$ cat config.mk
export PLATFORM = sky130hd
export DESIGN_NAME = multinomial_dmas
export DESIGN_NICKNAME = d
export VERILOG_FILES = /design/src/rtl/multinomial_dmas.sv
export SDC_FILE = /design/constraint.sdc
export NUM_CORES = 1
export LEC_CHECK = 0
export CORE_MARGIN = 4
export CORE_UTILIZATION = 23
export DETAILED_ROUTE_END_ITERATION = 6
export HOLD_SLACK_MARGIN = 0.15
export MAX_ROUTING_LAYER = met4
export PLACE_DENSITY = 0.46
export RECOVER_POWER = 50
export SYNTH_ARGS = -nofsm -noshare
export SYNTH_HDL_FRONTEND = slang
export SYNTH_SLANG_ARGS = --single-unit
$ cat constraint.sdc
create_clock -name clk -period 9.5 [get_ports clk]
set_input_delay 1.425 -clock clk [delete_from_list [all_inputs] [get_ports clk]]
set_output_delay 1.425 -clock clk [all_outputs]
set_load 0.1 [all_outputs]
$ cat src/rtl/multinomial_dmas.sv
// Pixel-level DMAS beamformer core: per-channel signed sqrt, then
// y = ((sum sh)^2 - sum sh^2) / 2, shifted and saturated to 17 bits.
module multinomial_dmas #(
  parameter int unsigned CHANNELS     = 128,
  parameter int unsigned SQRT_LATENCY = 5,
  parameter int unsigned OUT_SHIFT    = 12
) (
  input  logic               clk,
  input  logic               rst,
  input  logic signed [15:0] rfdata,
  output logic signed [16:0] bf_out
);

  localparam int unsigned L    = SQRT_LATENCY;
  localparam int unsigned CntW = $clog2(CHANNELS + L + 6);

  localparam logic [CntW-1:0] CapCnt      = CntW'(CHANNELS + 1);
  localparam logic [CntW-1:0] AccFirstCnt = CntW'(L + 1);
  localparam logic [CntW-1:0] AccLastCnt  = CntW'(CHANNELS + L + 2);
  localparam logic [CntW-1:0] SqCnt       = CntW'(CHANNELS + L + 3);
  localparam logic [CntW-1:0] FinCnt      = CntW'(CHANNELS + L + 4);

  // Iterations of the 8-step sqrt completed by the end of pipeline stage i.
  function automatic int unsigned it_end(int unsigned i);
    return (8 * i) / L;
  endfunction

  logic [CntW-1:0] cnt_q;
  logic [15:0]     s_in, mag_in;

  logic [15:0] x_q    [L+1];
  logic [11:0] rem_q  [L+1];
  logic [7:0]  root_q [L+1];
  logic        neg_q  [L+1];
  logic [15:0] x_c    [L+1];
  logic [11:0] rem_c  [L+1];
  logic [7:0]  root_c [L+1];

  logic signed [16:0] s_q, sh;
  logic [22:0]        q_q;
  logic [15:0]        rsq;
  logic signed [33:0] s_ext, p_q;
  logic signed [34:0] diff, y, z;
  logic signed [16:0] bf_d;
  logic               acc_en;

  always_ff @(posedge clk) begin
    if (rst) begin
      cnt_q <= '0;
    end else if (cnt_q <= FinCnt) begin
      cnt_q <= cnt_q + CntW'(1);
    end
  end

  // Outside the capture window the pipeline is fed zeros.
  always_comb begin
    s_in   = (cnt_q <= CapCnt) ? rfdata : 16'd0;
    mag_in = s_in[15] ? (~s_in + 16'd1) : s_in;
  end

  always_comb begin
    logic [15:0] x;
    logic [11:0] rem;
    logic [7:0]  root;
    logic [11:0] trial;
    x = '0;
    rem = '0;
    root = '0;
    trial = '0;
    for (int unsigned i = 0; i <= L; i++) begin
      x_c[i]    = '0;
      rem_c[i]  = '0;
      root_c[i] = '0;
    end
    for (int unsigned i = 1; i <= L; i++) begin
      x    = x_q[i-1];
      rem  = rem_q[i-1];
      root = root_q[i-1];
      for (int unsigned k = 0; k < 8; k++) begin
        if (k >= it_end(i - 1) && k < it_end(i)) begin
          rem   = {rem[9:0], x[15:14]};
          x     = {x[13:0], 2'b00};
          trial = {2'b00, root, 2'b01};
          if (rem >= trial) begin
            rem  = rem - trial;
            root = {root[6:0], 1'b1};
          end else begin
            root = {root[6:0], 1'b0};
          end
        end
      end
      x_c[i]    = x;
      rem_c[i]  = rem;
      root_c[i] = root;
    end
  end

  always_ff @(posedge clk) begin
    if (rst) begin
      for (int unsigned i = 0; i <= L; i++) begin
        x_q[i]    <= '0;
        rem_q[i]  <= '0;
        root_q[i] <= '0;
        neg_q[i]  <= 1'b0;
      end
    end else begin
      x_q[0]    <= mag_in;
      rem_q[0]  <= '0;
      root_q[0] <= '0;
      neg_q[0]  <= s_in[15];
      for (int unsigned i = 1; i <= L; i++) begin
        x_q[i]    <= x_c[i];
        rem_q[i]  <= rem_c[i];
        root_q[i] <= root_c[i];
        neg_q[i]  <= neg_q[i-1];
      end
    end
  end

  always_comb begin
    acc_en = (cnt_q >= AccFirstCnt) && (cnt_q <= AccLastCnt);
    sh     = neg_q[L] ? -$signed({9'd0, root_q[L]}) : $signed({9'd0, root_q[L]});
    rsq    = {8'd0, root_q[L]} * {8'd0, root_q[L]};
    s_ext  = {{17{s_q[16]}}, s_q};
  end

  always_ff @(posedge clk) begin
    if (rst) begin
      s_q <= '0;
      q_q <= '0;
      p_q <= '0;
    end else begin
      if (acc_en) begin
        s_q <= s_q + sh;
        q_q <= q_q + {7'd0, rsq};
      end
      if (cnt_q == SqCnt) begin
        p_q <= s_ext * s_ext;
      end
    end
  end

  // P - Q is always even, so the halving is exact; the output shift floors.
  always_comb begin
    diff = {p_q[33], p_q} - $signed({12'd0, q_q});
    y    = diff >>> 1;
    z    = y >>> OUT_SHIFT;
    if (z > 35'sd65535) begin
      bf_d = 17'sd65535;
    end else if (z < -35'sd65536) begin
      bf_d = -17'sd65536;
    end else begin
      bf_d = z[16:0];
    end
  end

  always_ff @(posedge clk) begin
    if (rst) begin
      bf_out <= '0;
    end else if (cnt_q == FinCnt) begin
      bf_out <= bf_d;
    end
  end

endmodule

# --- Word level (Yosys, flattened, before mapping) ---
# Memory sizes are Yosys's and may differ from the RTL's.
# Index checks and enable logic that the tools add are counted.
word_totals:
  ram_bits: 222
  wordCells: 115
  ff_bits: 99
  in_bits: 18
  n_memories: 4
  out_inout_bits: 17
op_classes:
  n_reduce_logical: 1
  bitwise: 25
  add_sub_neg: 14
  muxes: 48
  magnitude_cmp: 14
  n_eq_ne: 2
  multipliers: 2
mem_list:
  columns: ["memory", "words", "word_bits", "read_ports", "rd_ports_with_merged_regs", "wr", "line_no", "source"]
  rows:
  - ["x_q", 6, 16, 5, 0, 6, "31", "logic [15:0] x_q [L+1];"]
  - ["rem_q", 6, 12, 5, 0, 6, "32", "logic [11:0] rem_q [L+1];"]
  - ["root_q", 6, 8, 6, 0, 6, "33", "logic [7:0] root_q [L+1];"]
  - ["neg_q", 6, 1, 6, 0, 6, "34", "logic neg_q [L+1];"]
op_table:
  columns: ["operator", "count"]
  rows:
  - ["$mux 12", 11]
  - ["$mux 16", 8]
  - ["$ge 12x10->1", 8]
  - ["$sub 12x10->12", 5]
  - ["$mux 17", 3]
  - ["$mux 8", 6]
  - ["$sub 34x24->35", 1]
  - ["$mul 17x17->34", 1]
  - ["$mux 10", 3]
  - ["$sub 10x10->10", 3]
  - ["$le 8x8->1 const B", 3]
  - ["$or 1x1->1", 24]
  - ["$add 23x16->23", 1]
  - ["$gt 22x17->1 const B", 1]
  - ["$lt 22x17->1 const B", 1]
  - ["$add 17x17->17", 1]
  - ["$mux 1", 17]
  - ["$neg 8->17", 1]
  - ["$add 16x1->16 const B", 1]
  - ["$eq 8x8->1 const B", 2]
  - ["$mul 8x8->16", 1]
  - ["$not 16->16", 1]
  - ["$add 8x1->8 const B", 1]
  - ["$ge 8x3->1 const B", 1]
  - ["$logic_and 1x1->1", 1]

# --- Logic depth before layout (Yosys ltp) ---
# Gate-level depths: netlist of run 1.
depth:
  word_depth: 6
  mapped_depth: 27
  depth_no_buf: 25

# --- Worst setup path before layout of run 1 ---
# No wires, ideal clock.
synth_timing:
  path_type: "reg-to-reg"
  startpoint: "reg s_q[16]"
  endpoint: "reg p_q[32]"
  slack_ns: 2.765
  setup_time_ns: 0.074
  required_time_ns: 9.426
  arrival_time_ns: 6.661
  stages_incl_launch_ff: 22
  n_path_buf: 2
  synth_period_minus_slack_ns: 6.735
  cell_sequence: "dfxtp_1 -> clkbuf_1 -> clkbuf_1 -> nand2_1 -> fa_1 -> inv_1 -> fa_1 -> fa_1 -> fa_1 -> fa_1 -> inv_1 -> fa_1 -> inv_1 -> ha_1 -> a21o_1 -> or3_1 -> a221oi_2 -> nor2_1 -> nor2_1 -> o31ai_1 -> or4_1 -> a31oi_1"
synth_via:
  elab_chain_len: 1
synth_lines:
  columns: ["item", "line_no", "source"]
  rows:
  - ["start, declared", "39", "logic signed [16:0] s_q, sh;"]
  - ["start signal, assigned", "134", "s_q <= s_q + sh;"]
  - ["$mul 17x17->34", "138", "p_q <= s_ext * s_ext;"]
  - ["end signal, assigned", "138", null]
  - ["end, declared", "42", "logic signed [33:0] s_ext, p_q;"]
# Every way passes these cells.
# A chain may end at the register's enable or synchronous reset.

# --- Final worst setup path of run 1 ---
layout_timing:
  startpoint: "reg s_q[15]"
  endpoint: "reg p_q[31]"
# Same word-level chain as after synthesis.

==> impl_metrics.env, run 1 <==
export IMPL_min_delay_start="x_q[0][43]"
export IMPL_slew_viol_final=112
export IMPL_io_pins=35
export IMPL_cts_buffers=27
export IMPL_rows=115
export IMPL_synthDistinctLibCells=75
export IMPL_cp_end_kind="flop"
export IMPL_ys_ff_latch=211
export IMPL_r2r_start="s_q[15]"
export IMPL_die_area_mm2=0.104
export IMPL_grt_pass1_wl_um=92900
export IMPL_fmax_mhz=137
export IMPL_layout_cells_non_filler=3929
export IMPL_multi_input_area_mm2=0.0164
export IMPL_fin_crit_sh=0.770
export IMPL_hpwl_um=43800
export IMPL_synth_seq_area_share=0.185
export IMPL_ff2ff_path_depth=22
export IMPL_fp_dieW_um=323
export IMPL_antenna_cells=0
export IMPL_cts_sinks=211
export IMPL_drt_pass1_iter_count=5
export IMPL_maxCapViolCount=2
export IMPL_path_class="reg2reg"
export IMPL_fp_dieH_um=323
export IMPL_synth_nets=3169
export IMPL_antenna_found_initial=0
export IMPL_setup_viol=0
export IMPL_drt_iter0_drc=657
export IMPL_violations="max-capacitance violations, max-slew violations"
export IMPL_grt_usage=0.112
export IMPL_ys_flop_type="dfxtp_1"
export IMPL_clock_skew_ps=19.8
export IMPL_clock_latency_ps=550
export IMPL_holdBufCountCts=0
export IMPL_tightest_slew_ps=3000
export IMPL_final_common_cell="inv_1"
export IMPL_vias_per_cell=4.18
export IMPL_start_kind="flop"
export IMPL_cts_resized=0
export IMPL_leakage_nw=12.1
export IMPL_initial_utilization=0.232
export IMPL_final_core_util=0.259
export IMPL_status="complete, but fails checks"
export IMPL_grt_max_degree=85
export IMPL_nets=3165
export IMPL_n_fill_cell=10800
export IMPL_min_period_ps=7320
export IMPL_yosysWarnings=0
export IMPL_post_cts_buffers=0
export IMPL_arrival_ps=7610
export IMPL_cts_tree="done"
export IMPL_path_clk_slew_ps=60
export IMPL_wirelength_um=54700
export IMPL_grt_ovfl_total=0
export IMPL_hold_class="reg2reg"
export IMPL_place_inst=3880
export IMPL_wl_per_cell_um=13.9
export IMPL_root_buffer="clkbuf_16"
export IMPL_antenna_left=0
export IMPL_cp_startpoint="s_q[15]"
export IMPL_dr_total_vias=16400
export IMPL_rsz0062_at_grt="no"
export IMPL_hold_viol=0
export IMPL_ir_drop_mv=0.139
export IMPL_grt_pass1_vias=17100
export IMPL_drive_above_1_share=0.0329
export IMPL_power_density_mw_per_mm2=108
export IMPL_syn_area_mm2=0.0228
export IMPL_syn_instance_count=2626
export IMPL_crit_fanout=25
export IMPL_clockBufferDepth=3
export IMPL_htreeDepth=1
export IMPL_seq_area_mm2=0.00422
export IMPL_gp_congestion=0.829
export IMPL_io_buffers=34
export IMPL_core_area_mm2=0.0984
export IMPL_avgSynthCellArea_um2=8.69
export IMPL_fin_tns_setup_ps=0
export IMPL_synth_edf_count=0
export IMPL_synthArstFlopShare=0
export IMPL_hold_depth=1
export IMPL_drc=0
export IMPL_area_growth_pct=11.8
export IMPL_most_common_layout_cells="inv_1 (491), fa_1 (307), nand2_1 (266)"
export IMPL_crit_required_ps=9790
export IMPL_max_slew_margin_rel=-0.998
[power by group]
| part | switching [W] | internal (W) | leakage (nW) | total [W] |
|---|---|---|---|---|
| sequential | 0.0000504 | 0.000941 | 1.72 | 0.000991 |
| clock | 0.000413 | 0.000635 | 0.443 | 0.00105 |
| combinational | 0.000405 | 0.000303 | 9.91 | 0.000708 |
[cell type report]
class / instances / area share
clock buffer: 36 / 0.0290
tap: 1287 / 0.0632
inverter: 493 / 0.0726
sequential: 211 / 0.166
clock inverter: 13 / 0.00687
multi-input combinational: 1835 / 0.644
timing repair buffer: 54 / 0.0188
[state kept, by name (all words and copies together), names as in the netlist]
signal and cells:
bf_out 17, cnt_q 8, neg_q 6, p_q 33, q_q 23, rem_q 33
root_q 22, s_q 17, x_q 52
[through the flow]
step           worst slack, ps  hold slack (ps)  instance area [um2]  power [W]
2_1_floorplan             2760              414                22800    0.00156
6_report                  2180              432                25500    0.00275
4_1_cts                   2170              433                25500    0.00280
3_5_place_dp              2190              421                24600    0.00172
3_3_place_gp              2230              415                24600    0.00172
5_1_grt                   1600              448                25500    0.00294
[cell families after synthesis]
family                   Yosys count  share of synthesized area
XOR/XNOR                         137                     0.0526
AO/OA/AOI/OAI                    404                      0.112
adder cells (fa/ha/maj)          525                      0.389
buffers and inverters            580                     0.0958
AND/OR/NAND/NOR                  758                      0.160
other                              1                   0.000164
flip-flops                       211                      0.185
multiplexers                      10                    0.00461
[synth_stat cells, drive strengths merged, types with 12 or more instances]
| library cell | number | area [um2] |
|---|---|---|
| xor2 | 53 | 464 |
| clkbuf | 83 | 312 |
| xnor2 | 84 | 736 |
| nor2b | 68 | 425 |
| or3 | 15 | 93.8 |
| and2 | 72 | 450 |
| inv | 492 | 1850 |
| nand3 | 26 | 130 |
| o21ai | 63 | 315 |
| a21o | 39 | 293 |
| o21bai | 12 | 90.1 |
| o31ai | 15 | 118 |
| a211oi | 33 | 248 |
| nand2b | 23 | 144 |
| a21oi | 149 | 746 |
| dfxtp | 211 | 4220 |
| and3 | 14 | 87.6 |
| o21a | 24 | 180 |
| a31oi | 12 | 75.1 |
| nor3 | 49 | 245 |
| nor2 | 170 | 638 |
| ha | 218 | 2730 |
| fa | 307 | 6150 |
| nand2 | 266 | 998 |
[per-layer routing]
layer  global-route usage  wire, um  up-vias
li1                     -         -     8344
met1                0.157     27900     7885
met2                0.179     24800      141
met3               0.0103      1060       47
met4               0.0197       923        0
met5                    -         0        -
[worst max-delay path, cell delays in order (launching register included)]
cell and delay (ps):
dfxtp_1 970, and2_1 280, inv_1 70, fa_1 500, inv_1 60, fa_1 510
fa_1 520, fa_1 520, fa_1 540, inv_1 50, fa_1 530, inv_1 40
ha_1 380, and4_1 280, and3_1 200, a211oi_1 340, a21boi_0 260, a41o_1 330
o22ai_1 220, o21ai_0 170, xor2_1 170, nand2_1 80, a21oi_1 60
[worst paths after layout]
check / endpoint / slack, ps
max: p_q[31] / 2180
min reg2reg: x_q[0][61] / 430
max reg2reg: p_q[31] / 2180
min: x_q[0][61] / 430
Note: power is estimated with default switching activity, not from simulation.
==> run 2, diff against run 1 <==
Clock period 9.5 ns to 7.25 ns, I/O delays scaled along.
==> impl_metrics.env, run 2 (synthesized netlist as in run 1, its figures left out) <==
export IMPL_status="complete, but fails checks"
export IMPL_violations="max-capacitance violations, max-slew violations"
export IMPL_ff2ff_path_depth=21
export IMPL_post_cts_buffers=0
export IMPL_core_area_mm2=0.0984
export IMPL_drive_above_1_share=0.0421
export IMPL_grt_max_degree=85
export IMPL_leakage_nw=12.2
export IMPL_r2r_start="s_q[7]"
export IMPL_path_class="reg2reg"
export IMPL_hold_depth=1
export IMPL_fin_crit_sh=0.941
export IMPL_hold_end="neg_q[0][4]"
export IMPL_die_area_mm2=0.104
export IMPL_grt_usage=0.115
export IMPL_tightest_slew_ps=3650
export IMPL_grt_pass1_vias=17400
export IMPL_nets=3186
export IMPL_io_pins=35
export IMPL_antenna_cells=0
export IMPL_antenna_found_initial=0
export IMPL_top_regs="x_q: 52 flops, p_q: 33 flops, rem_q: 33 flops"
export IMPL_largest_register="x_q"
export IMPL_crit_required_ps=7710
export IMPL_hpwl_um=45100
export IMPL_most_common_layout_cells="inv_1 (491), fa_1 (307), nand2_1 (266)"
export IMPL_drt_iter0_drc=749
export IMPL_max_slew_margin_rel=-1.43
export IMPL_fp_dieH_um=323
export IMPL_crit_fanout=10
export IMPL_cts_tree="done"
export IMPL_clock_latency_ps=570
export IMPL_setup_viol=0
export IMPL_r2r_end="p_q[33]"
export IMPL_maxCapViolCount=3
export IMPL_slew_viol_final=160
export IMPL_rows=115
export IMPL_cts_sinks=211
export IMPL_grt_ovfl_total=0
export IMPL_io_buffers=34
export IMPL_antenna_left=0
export IMPL_area_growth_pct=12.3
export IMPL_drt_pass1_iter_count=5
export IMPL_path_clk_slew_ps=60
export IMPL_wl_per_cell_um=14.3
export IMPL_holdBufCountCts=0
export IMPL_hold_class="reg2reg"
export IMPL_rsz0062_at_grt="no"
export IMPL_fin_tns_setup_ps=0
export IMPL_vias_per_cell=4.19
export IMPL_final_common_cell="inv_1"
export IMPL_regToRegSetupSlack_ps=420
export IMPL_cp_end_kind="flop"
export IMPL_arrival_ps=7280
export IMPL_hold_viol=0
export IMPL_dr_total_vias=16500
export IMPL_wirelength_um=56400
export IMPL_power_density_mw_per_mm2=137
export IMPL_fp_dieW_um=323
export IMPL_drc=0
export IMPL_final_core_util=0.260
export IMPL_clock_skew_ps=17.2
export IMPL_cts_resized=0
export IMPL_clockBufferDepth=3
export IMPL_min_delay_start="neg_q[0][3]"
export IMPL_fmax_mhz=147
export IMPL_initial_utilization=0.232
export IMPL_ir_drop_mv=0.164
export IMPL_min_period_ps=6830
export IMPL_largest_register_ff_count=52
export IMPL_grt_pass1_wl_um=94900
export IMPL_htreeDepth=1
export IMPL_gp_congestion=0.810
export IMPL_cts_buffers=27
export IMPL_start_kind="flop"
export IMPL_root_buffer="clkbuf_16"
==> run 2: worst max path at each step <==
stage	start	endpoint	depth (start not counted)
after global placement	s_q[5]	p_q[33]	22
final	s_q[7]	p_q[33]	21
after global routing	s_q[7]	p_q[33]	22
after detailed placement	s_q[5]	p_q[33]	22
after CTS	s_q[5]	p_q[33]	22
after floorplan	s_q[16]	p_q[32]	21
==> run 2: area by class of cell <==
class,count,area [um2]
sequential,211,4230
inverter,493,1850
tap,1287,1610
multi-input combinational,1835,16400
clock inverter,9,92.6
clock buffer,35,746
timing repair buffer,75,676
fill,10800,72800
==> run 2: report_power, final <==
| part | internal (W) | switching [W] | total [W] |
|---|---|---|---|
| logic | 0.000399 | 0.000529 | 0.000927 |
| clock network | 0.000756 | 0.000532 | 0.00129 |
| registers | 0.00123 | 0.0000694 | 0.00130 |
| total | 0.00239 | 0.00113 | 0.00352 |
==> run 2: through the flow <==
step	instances	worst slack, ps	hold WS [ps]	instance area [um2]	power, W
2_1_floorplan	2626	515	414	22800	0.00204
3_3_place_gp	3901	287	416	24800	0.00226
3_5_place_dp	3901	225	420	24800	0.00226
4_1_cts	3945	192	418	25600	0.00359
5_1_grt	3945	22.8	442	25600	0.00377
6_report	3945	425	416	25600	0.00352
==> run 2: per-layer routing <==
layer	wire (um)	vias up	GRT usage
li1	-	8354	-
met1	28600	7991	0.163
met2	25800	145	0.183
met3	1250	38	0.0112
met4	705	0	0.0166
met5	0	-	-
==> run 2: critical path, stage by stage (launching register included) <==
cell and delay, ps:
dfxtp_1 650, and2_1 260, inv_1 60, fa_1 470
fa_1 530, fa_1 530, inv_1 50, fa_1 460
fa_1 550, inv_1 60, fa_1 540, inv_1 60
ha_1 380, and4_1 350, and3_1 210, o221ai_1 150
a21boi_1 350, a41o_1 260, o22ai_1 110, o21ai_0 300
a21oi_1 140, o211a_1 230
==> run 3, diff against run 2 <==
Settings changed: CORE_MARGIN 4 to default, MAX_ROUTING_LAYER met4 to default, SKIP_CTS_REPAIR_TIMING from default to 1.
==> impl_metrics.env, run 3 (synthesized netlist as in run 1, its figures left out) <==
export IMPL_status="complete, but fails checks"
export IMPL_violations="max-capacitance violations, max-slew violations"
export IMPL_placed_cell_area_mm2=0.0248
export IMPL_ir_drop_mv=0.163
export IMPL_critPathBufInv=5
export IMPL_r2r_start="s_q[10]"
export IMPL_fin_tns_setup_ps=0
export IMPL_clock_skew_ps=8.68
export IMPL_max_slew_margin_rel=-0.796
export IMPL_most_common_layout_cells="inv_1 (491), fa_1 (307), nand2_1 (266)"
export IMPL_path_class="reg2reg"
export IMPL_place_inst=3900
export IMPL_power_density_mw_per_mm2=139
export IMPL_crit_top_cell="fa_1"
export IMPL_grt_usage=0.115
export IMPL_crit_chain="buf_4, and2_1, inv_1, fa_1, fa_1, fa_1, inv_1, fa_1, fa_1, inv_1, fa_1, inv_1, ha_1, nand3_1, nor3_1, o221ai_1, a21boi_0, a41o_1, o22ai_1, o21ai_0, xor2_1, nand2_1, a21oi_1"
export IMPL_slowest_stage="fa_1"
export IMPL_io_pins=35
export IMPL_crit_fanout=7
export IMPL_path_clk_slew_ps=60
export IMPL_start_kind="flop"
export IMPL_regToRegSetupSlack_ps=450
export IMPL_largest_register="x_q"
export IMPL_vias_per_cell=4.20
export IMPL_cts_sinks=211
export IMPL_hpwl_um=44200
export IMPL_drive_above_1_share=0.0447
export IMPL_hold_depth=1
export IMPL_drt_iter0_drc=741
export IMPL_drc=0
export IMPL_ff2ff_path_depth=23
export IMPL_cpPeakStageDelay_ps=590
export IMPL_total_power_w=0.00357
export IMPL_die_area_mm2=0.100
export IMPL_dr_total_vias=16600
export IMPL_crit_required_ps=7720
export IMPL_grt_pass1_vias=17400
export IMPL_fp_dieH_um=317
export IMPL_fin_crit_sh=0.938
export IMPL_arrival_ps=7270
export IMPL_drt_pass1_iter_count=5
export IMPL_layout_cells_non_filler=3947
export IMPL_antenna_cells=0
export IMPL_hold_viol=0
export IMPL_top_regs="x_q: 52 flops, p_q: 33 flops, rem_q: 33 flops"
export IMPL_nets=3184
export IMPL_maxCapViolCount=3
export IMPL_largest_register_ff_count=52
export IMPL_cts_tree="done"
export IMPL_grt_max_degree=98
export IMPL_r2r_end="p_q[31]"
export IMPL_crit_family="adder cells"
export IMPL_final_common_cell="inv_1"
export IMPL_cts_buffers=26
export IMPL_hold_end="x_q[0][41]"
export IMPL_gp_congestion=0.820
export IMPL_htreeDepth=1
export IMPL_grt_pass1_wl_um=93100
export IMPL_slew_viol_final=107
export IMPL_antenna_found_initial=0
export IMPL_io_buffers=34
export IMPL_wl_per_cell_um=13.8
export IMPL_fmax_mhz=147
export IMPL_core_area_mm2=0.0983
export IMPL_fp_dieW_um=317
export IMPL_rsz0062_at_grt="no"
export IMPL_clockBufferDepth=3
export IMPL_hold_class="reg2reg"
export IMPL_antenna_left=0
export IMPL_tightest_slew_ps=2690
export IMPL_initial_utilization=0.232
export IMPL_root_buffer="clkbuf_16"
export IMPL_rows=115
export IMPL_cp_end_kind="flop"
export IMPL_setup_viol=0
export IMPL_clock_latency_ps=550
export IMPL_wirelength_um=54500
export IMPL_fin_area_mm2=0.0256
export IMPL_min_period_ps=6800
export IMPL_area_growth_pct=12.4
export IMPL_leakage_nw=12.2
export IMPL_min_delay_start="x_q[0][21]"
export IMPL_grt_ovfl_total=0
[run 3: cell count changes in the layout (fill, tap and decap cells not counted), sizes merged]
cell | previous run | this run
inv | 493 | 492
bufinv | 1 | 3
clkinv | 5 | 8
clkbuf | 38 | 34
clkinvlp | 3 | 5
[run 3: cell type report]
cell class	count	area, um2
fill	10700	72600
tap	1287	1610
timing repair buffer	74	647
clock inverter	15	178
sequential	211	4240
inverter	493	1850
clock buffer	32	713
multi-input combinational	1835	16400
[run 3: worst max-delay path by stage]
stage | startpoint | end | depth (start not counted)
2_1_floorplan | s_q[16] | p_q[32] | 21
3_3_place_gp | s_q[3] | p_q[33] | 23
3_5_place_dp | s_q[3] | p_q[31] | 24
4_1_cts | s_q[3] | p_q[31] | 24
5_1_grt | s_q[10] | p_q[31] | 23
6_report | s_q[10] | p_q[31] | 23
[run 3: report_power, final]
part / internal, W / switching, W
logic: 0.000399 / 0.000531
registers: 0.00123 / 0.0000681
clock network: 0.000807 / 0.000533
[run 3: layer usage]
layer / vias up / wire [um] / GRT usage
li1: 8363 / - / -
met1: 8035 / 27100 / 0.163
met2: 147 / 25400 / 0.190
met3: 40 / 1200 / 0.0108
met4: 0 / 745 / 0.0201
met5: - / 0 / 0
[run 3: stage by stage]
step	hold slack [ps]	utilization	worst slack (ps)
floorplan	414	-	515
global placement	415	0.252	325
detailed placement	422	0.252	341
CTS	436	0.261	317
global route	447	0.261	13.9
finish	429	0.261	449
